===== config.mk =====
export PLATFORM = sky130hd
export DESIGN_NAME = ifetch_unit
export DESIGN_NICKNAME = d
export VERILOG_FILES = /design/src/rtl/ifetch_unit.sv
export SDC_FILE = /design/constraint.sdc
export NUM_CORES = 1
export LEC_CHECK = 0
export CAP_MARGIN = 0
export CORE_UTILIZATION = 30
export CTS_CLUSTER_DIAMETER = 50
export CTS_CLUSTER_SIZE = 40
export DETAILED_ROUTE_END_ITERATION = 16
export GPL_TIMING_DRIVEN = 0
export PLACE_DENSITY = 0.49
export SLEW_MARGIN = 20
export SYNTH_ARGS = -nofsm -noshare
export SYNTH_HDL_FRONTEND = slang
export SYNTH_SLANG_ARGS = --single-unit

===== constraint.sdc =====
create_clock -name clk -period 3.59 [get_ports clk]
set_input_delay 0.718 -clock clk [delete_from_list [all_inputs] [get_ports clk]]
set_output_delay 0.718 -clock clk [all_outputs]
set_load 0.005 [all_outputs]

===== src/rtl/ifetch_unit.sv =====
// Instruction fetch stage: one outstanding imem request, IF/ID register with a
// one-entry skid buffer for decode stalls, and flush/refetch on redirect.
module ifetch_unit #(
  parameter logic [31:0] RESET_PC  = 32'h0000_0000,
  parameter logic [31:0] NOP_INSTR = 32'h0000_0013
) (
  input  logic        clk,
  input  logic        rst_n,
  input  logic        stall,
  input  logic        redirect,
  input  logic [31:0] redirect_pc,
  output logic        imem_req,
  output logic [31:0] imem_addr,
  input  logic        imem_ready,
  input  logic [31:0] imem_rdata,
  output logic        id_valid,
  output logic [31:0] id_pc,
  output logic [31:0] id_instr,
  output logic [6:0]  id_opcode
);

  localparam int unsigned XLEN     = 32;
  localparam int unsigned OPC_W    = 7;
  localparam logic [XLEN-1:0] ALIGN_MASK = 32'hFFFF_FFFC;
  localparam logic [XLEN-1:0] RESET_ADDR = RESET_PC & ALIGN_MASK;

  typedef enum logic [1:0] {
    S_IDLE,
    S_FETCH,
    S_HOLD,
    S_KILL
  } state_t;

  state_t          r_state;
  logic [XLEN-1:0] r_pc;
  logic            r_imem_req;
  logic [XLEN-1:0] r_imem_addr;
  logic            r_id_valid;
  logic [XLEN-1:0] r_id_pc;
  logic [XLEN-1:0] r_id_instr;
  logic [XLEN-1:0] r_buf_instr;
  logic [XLEN-1:0] r_buf_pc;

  state_t          w_state_nxt;
  logic [XLEN-1:0] w_pc_nxt;
  logic [XLEN-1:0] w_redirect_tgt;
  logic            w_handshake;

  assign w_redirect_tgt = redirect_pc & ALIGN_MASK;
  assign w_handshake    = r_imem_req & imem_ready;

  // Next state and next fetch pc; redirect overrides every other pc update.
  always_comb begin
    w_state_nxt = r_state;
    w_pc_nxt    = r_pc;
    case (r_state)
      S_IDLE:  w_state_nxt = S_FETCH;
      S_FETCH: begin
        if (redirect) begin
          w_state_nxt = imem_ready ? S_FETCH : S_KILL;
        end else if (imem_ready) begin
          w_pc_nxt    = r_pc + XLEN'(4);
          w_state_nxt = stall ? S_HOLD : S_FETCH;
        end
      end
      S_HOLD:  if (redirect || !stall) w_state_nxt = S_FETCH;
      S_KILL:  if (imem_ready) w_state_nxt = S_FETCH;
      default: w_state_nxt = S_IDLE;
    endcase
    if (redirect) w_pc_nxt = w_redirect_tgt;
  end

  always_ff @(posedge clk) begin
    if (!rst_n) begin
      r_state     <= S_IDLE;
      r_pc        <= RESET_ADDR;
      r_imem_req  <= 1'b0;
      r_imem_addr <= RESET_ADDR;
      r_id_valid  <= 1'b0;
      r_id_pc     <= '0;
      r_id_instr  <= NOP_INSTR;
      r_buf_instr <= NOP_INSTR;
      r_buf_pc    <= '0;
    end else begin
      r_state    <= w_state_nxt;
      r_pc       <= w_pc_nxt;
      r_imem_req <= (w_state_nxt == S_FETCH) || (w_state_nxt == S_KILL);
      // A killed request keeps its original address until memory answers.
      if (w_state_nxt != S_KILL) r_imem_addr <= w_pc_nxt;

      if (redirect) begin
        r_id_valid  <= 1'b0;
        r_id_instr  <= NOP_INSTR;
        r_buf_instr <= NOP_INSTR;
        r_buf_pc    <= '0;
      end else begin
        case (r_state)
          S_FETCH: begin
            if (stall) begin
              if (w_handshake) begin
                r_buf_instr <= imem_rdata;
                r_buf_pc    <= r_pc;
              end
            end else if (w_handshake) begin
              r_id_valid <= 1'b1;
              r_id_pc    <= r_pc;
              r_id_instr <= imem_rdata;
            end else begin
              r_id_valid <= 1'b0;
              r_id_instr <= NOP_INSTR;
            end
          end
          S_HOLD: begin
            if (!stall) begin
              r_id_valid <= 1'b1;
              r_id_pc    <= r_buf_pc;
              r_id_instr <= r_buf_instr;
            end
          end
          default: ;
        endcase
      end
    end
  end

  assign imem_req  = r_imem_req;
  assign imem_addr = r_imem_addr;
  assign id_valid  = r_id_valid;
  assign id_pc     = r_id_pc;
  assign id_instr  = r_id_instr;
  assign id_opcode = r_id_instr[OPC_W-1:0];

endmodule


==> flow_summary.ini <==
[sta]
worst_pin_slew_ns = 0.9703
worst_clock_skew_ns = 0.01769
hold_viol_final = 0
setup_ws_ns = 0.5341
rsz0062_at_grt = no
final-setup-viol-count = 0
min_period_over_period_pct = 85.12
drv_slew = 0
max_freq_ghz = 0.3272
slew_headroom_pct = 34.77
final.min_clock_period_ns = 3.056
whs_ns = 0.4538
tns_ns = 0

[pwr]
netSwitchingPower_mw = 1.319
p_comb_share_pct = 11.0
vdd_drop_max_uv = 274.7
seqPwrFrac_pct = 47.9
intPower_mw = 3.511
total_power_mw = 4.830
netSwitchingFraction_pct = 27.30
p_clk_share_pct = 41.1
p_leak_nw = 4.185
power_density_mw_per_mm2 = 439.2

[worst_setup_path]
path_max_fanout = 10
r2r-end = id_pc[25]
r2r_setup_slack_ns = 0.94
reg2reg_from = r_state[0]
crit_type = in2reg
crit_required_ns = 3.88
arrival_ns = 3.34
endpoint_kind = flop
cp-start-kind = input port
ff2ff_path_depth = 6

[clock_tree]
clock_sinks = 196
root_buffer = clkbuf_16
clk_latency_ns = 0.45
cts_buffer_depth = 2
path_clk_slew_ns = 0.07
postCtsHoldBufs = 0
htree_num_levels = 4
postCtsSetupRepairBufs = 0
cts-resized-gates = 0
cts_buffers = 17
tritoncts = yes

[synth]
synth_seq_cells = 196
async_flop_share_pct = 0
ys_seq_area_share_pct = 47.43
syn_nets = 1023
synth_ff_type = dfxtp_1
synthCells = 953
syn_area_mm2 = 0.008273
avgSynthCellArea_um2 = 8.681
synth_cell_types = 58
synth_edf_count = 0
ys_warn_count = 0

[routing]
viasPerCell = 5.014
avgRoutedWirePerCell_um = 18.16
drc = 0
drt_iter0_markers = 390
ant_nets = 0
routed_wl_mm = 27.17
vias = 7501
dr.pass1.iters = 5

[flow_run]
max_cap_viol_count = 0

[global_routing]
antenna_found_initial = 2
overflow = 0
grt_max_degree = 21
grt_pass1_wl_mm = 42.11
grt_use_total_pct = 19.64
grt_pass1_vias = 7177

[finish]
stdcell_area_mm2 = 0.01100
fin_nets = 1211
layout_common_cells = dfxtp_1 (196), clkdlybuf4s50_1 (169), nand2_1 (166), nor2_1 (83), a21oi_1 (75)
nFillCells = 2767
mostFrequentLayoutCell = dfxtp_1
drive_gt1_share_pct = 5.719
areaGrowthSynthToFinish_pct = 32.93

[floorplanning]
die_x_um = 168.1
core_mm2 = 0.02703
die_y_um = 168.1
die-area_mm2 = 0.02824
num_io_pins = 174
initial_core_util_pct = 30.61
rows = 60

[min_path]
worstHoldStart = r_buf_pc[5]
min_to = r_buf_pc[5]
hold_class = reg2reg
worstHoldPathCells = 2

[placed_design]
dp_hpwl_mm = 19.71
place_area_mm2 = 0.01039
portBuffers = 169
globalplace.congestion = 0.8275
pre_cts_slack_ns = 0.08713

[outcome]
outcome = complete, no violations
## routing by layer
| layer | share of wire [%] | GRT usage (%) | up-vias |
|---|---|---|---|
| li1 | - | - | 3733 |
| met1 | 47 | 26.54 | 3516 |
| met2 | 44 | 30.29 | 218 |
| met3 | 6.3 | 4.866 | 32 |
| met4 | 2.0 | 7.115 | 2 |
| met5 | 0.044 | 0 | - |
## final cells by class
type / instances / area (µm²) / share of cell area, %
clock buffers: 17 / 425.4 / 3.868
well taps: 341 / 426.7 / 3.880
repair buffers: 169 / 1692 / 15.38
diodes: 1 / 2.502 / 0.02276
inverters: 9 / 33.78 / 0.3072
flip-flops and latches: 196 / 3924 / 35.68
plain buffers: 87 / 372.9 / 3.391
clock inverters: 15 / 177.7 / 1.616
multi-input cells: 661 / 3943 / 35.85
## how the worst max path moves through the flow
stage | slack, ns | startpoint | depth (start not counted) | end
2_1_floorplan | 1.37 | imem_ready | 6 | imem_addr[26]
3_3_place_gp | 0.007 | imem_ready | 7 | id_pc[26]
3_5_place_dp | 0.09 | imem_ready | 7 | id_pc[23]
4_1_cts | 0.55 | imem_ready | 7 | id_pc[30]
5_1_grt | 0.29 | imem_ready | 7 | id_pc[29]
6_report | 0.53 | imem_ready | 7 | id_pc[25]
## cell usage after synthesis, types with 6 or more instances
cell type / n / area [µm²]
mux2i_1: 69 / 690.7
xnor2_1: 7 / 61.31
dfxtp_1: 196 / 3924
inv_1: 9 / 33.78
and2_1: 6 / 37.54
a31oi_1: 16 / 100.1
buf_1: 9 / 33.78
nand3_1: 24 / 120.1
nand2_1: 166 / 623.1
clkbuf_1: 55 / 206.5
o22a_1: 7 / 61.31
a211oi_1: 36 / 270.3
and4_1: 7 / 61.31
a21oi_1: 75 / 375.4
nor2_1: 83 / 311.6
nand4_1: 6 / 37.54
a21o_1: 7 / 52.55
buf_2: 14 / 70.07
o21ai_0: 32 / 160.2
nor3_1: 10 / 50.05
a2bb2oi_1: 29 / 254.0
and3_1: 8 / 50.05
buf_4: 7 / 52.55
## critical path, cell delays in order
cell,delay [ns]
clkdlybuf4s50_1,0.56
and3b_1,0.18
clkbuf_1,0.29
nand2_1,0.12
a211oi_2,0.74
clkbuf_1,0.57
a211oi_1,0.16
## logic make-up after synthesis
family,count (synthesis),share of synthesized area [%]
XOR/XNOR,8,0.8470
adder cells (fa/ha/maj),1,0.1512
AND/OR/NAND/NOR,345,19.12
multiplexers,72,8.757
buffers and inverters,96,4.915
flip-flops,196,47.43
AO/OA/AOI/OAI,235,18.78
## through the flow
step / utilization (%) / std cells
CTS: 40.68 / 1495
global route: 40.68 / 1495
finish: 40.69 / 1496
floorplan: - / 953
global placement: 38.45 / 1463
detailed placement: 38.45 / 1463
## power groups by stage
stage	Combinational, mW	Sequential, mW	Clock (mW)
after floorplan	0.262	2.34	0
after global placement	0.533	2.36	0
after detailed placement	0.534	2.36	0
after CTS	0.537	2.31	2.03
after global routing	0.583	2.32	2.13
final	0.532	2.31	1.99
## sequential cells by signal, indices dropped and copies added, names as in the netlist
register / cells
id_instr: 32
r_buf_instr: 32
imem_addr: 32
r_state: 2
r_buf_pc: 32
id_valid: 1
r_pc: 32
id_pc: 32
imem_req: 1
(Power assumes the default switching activity.)
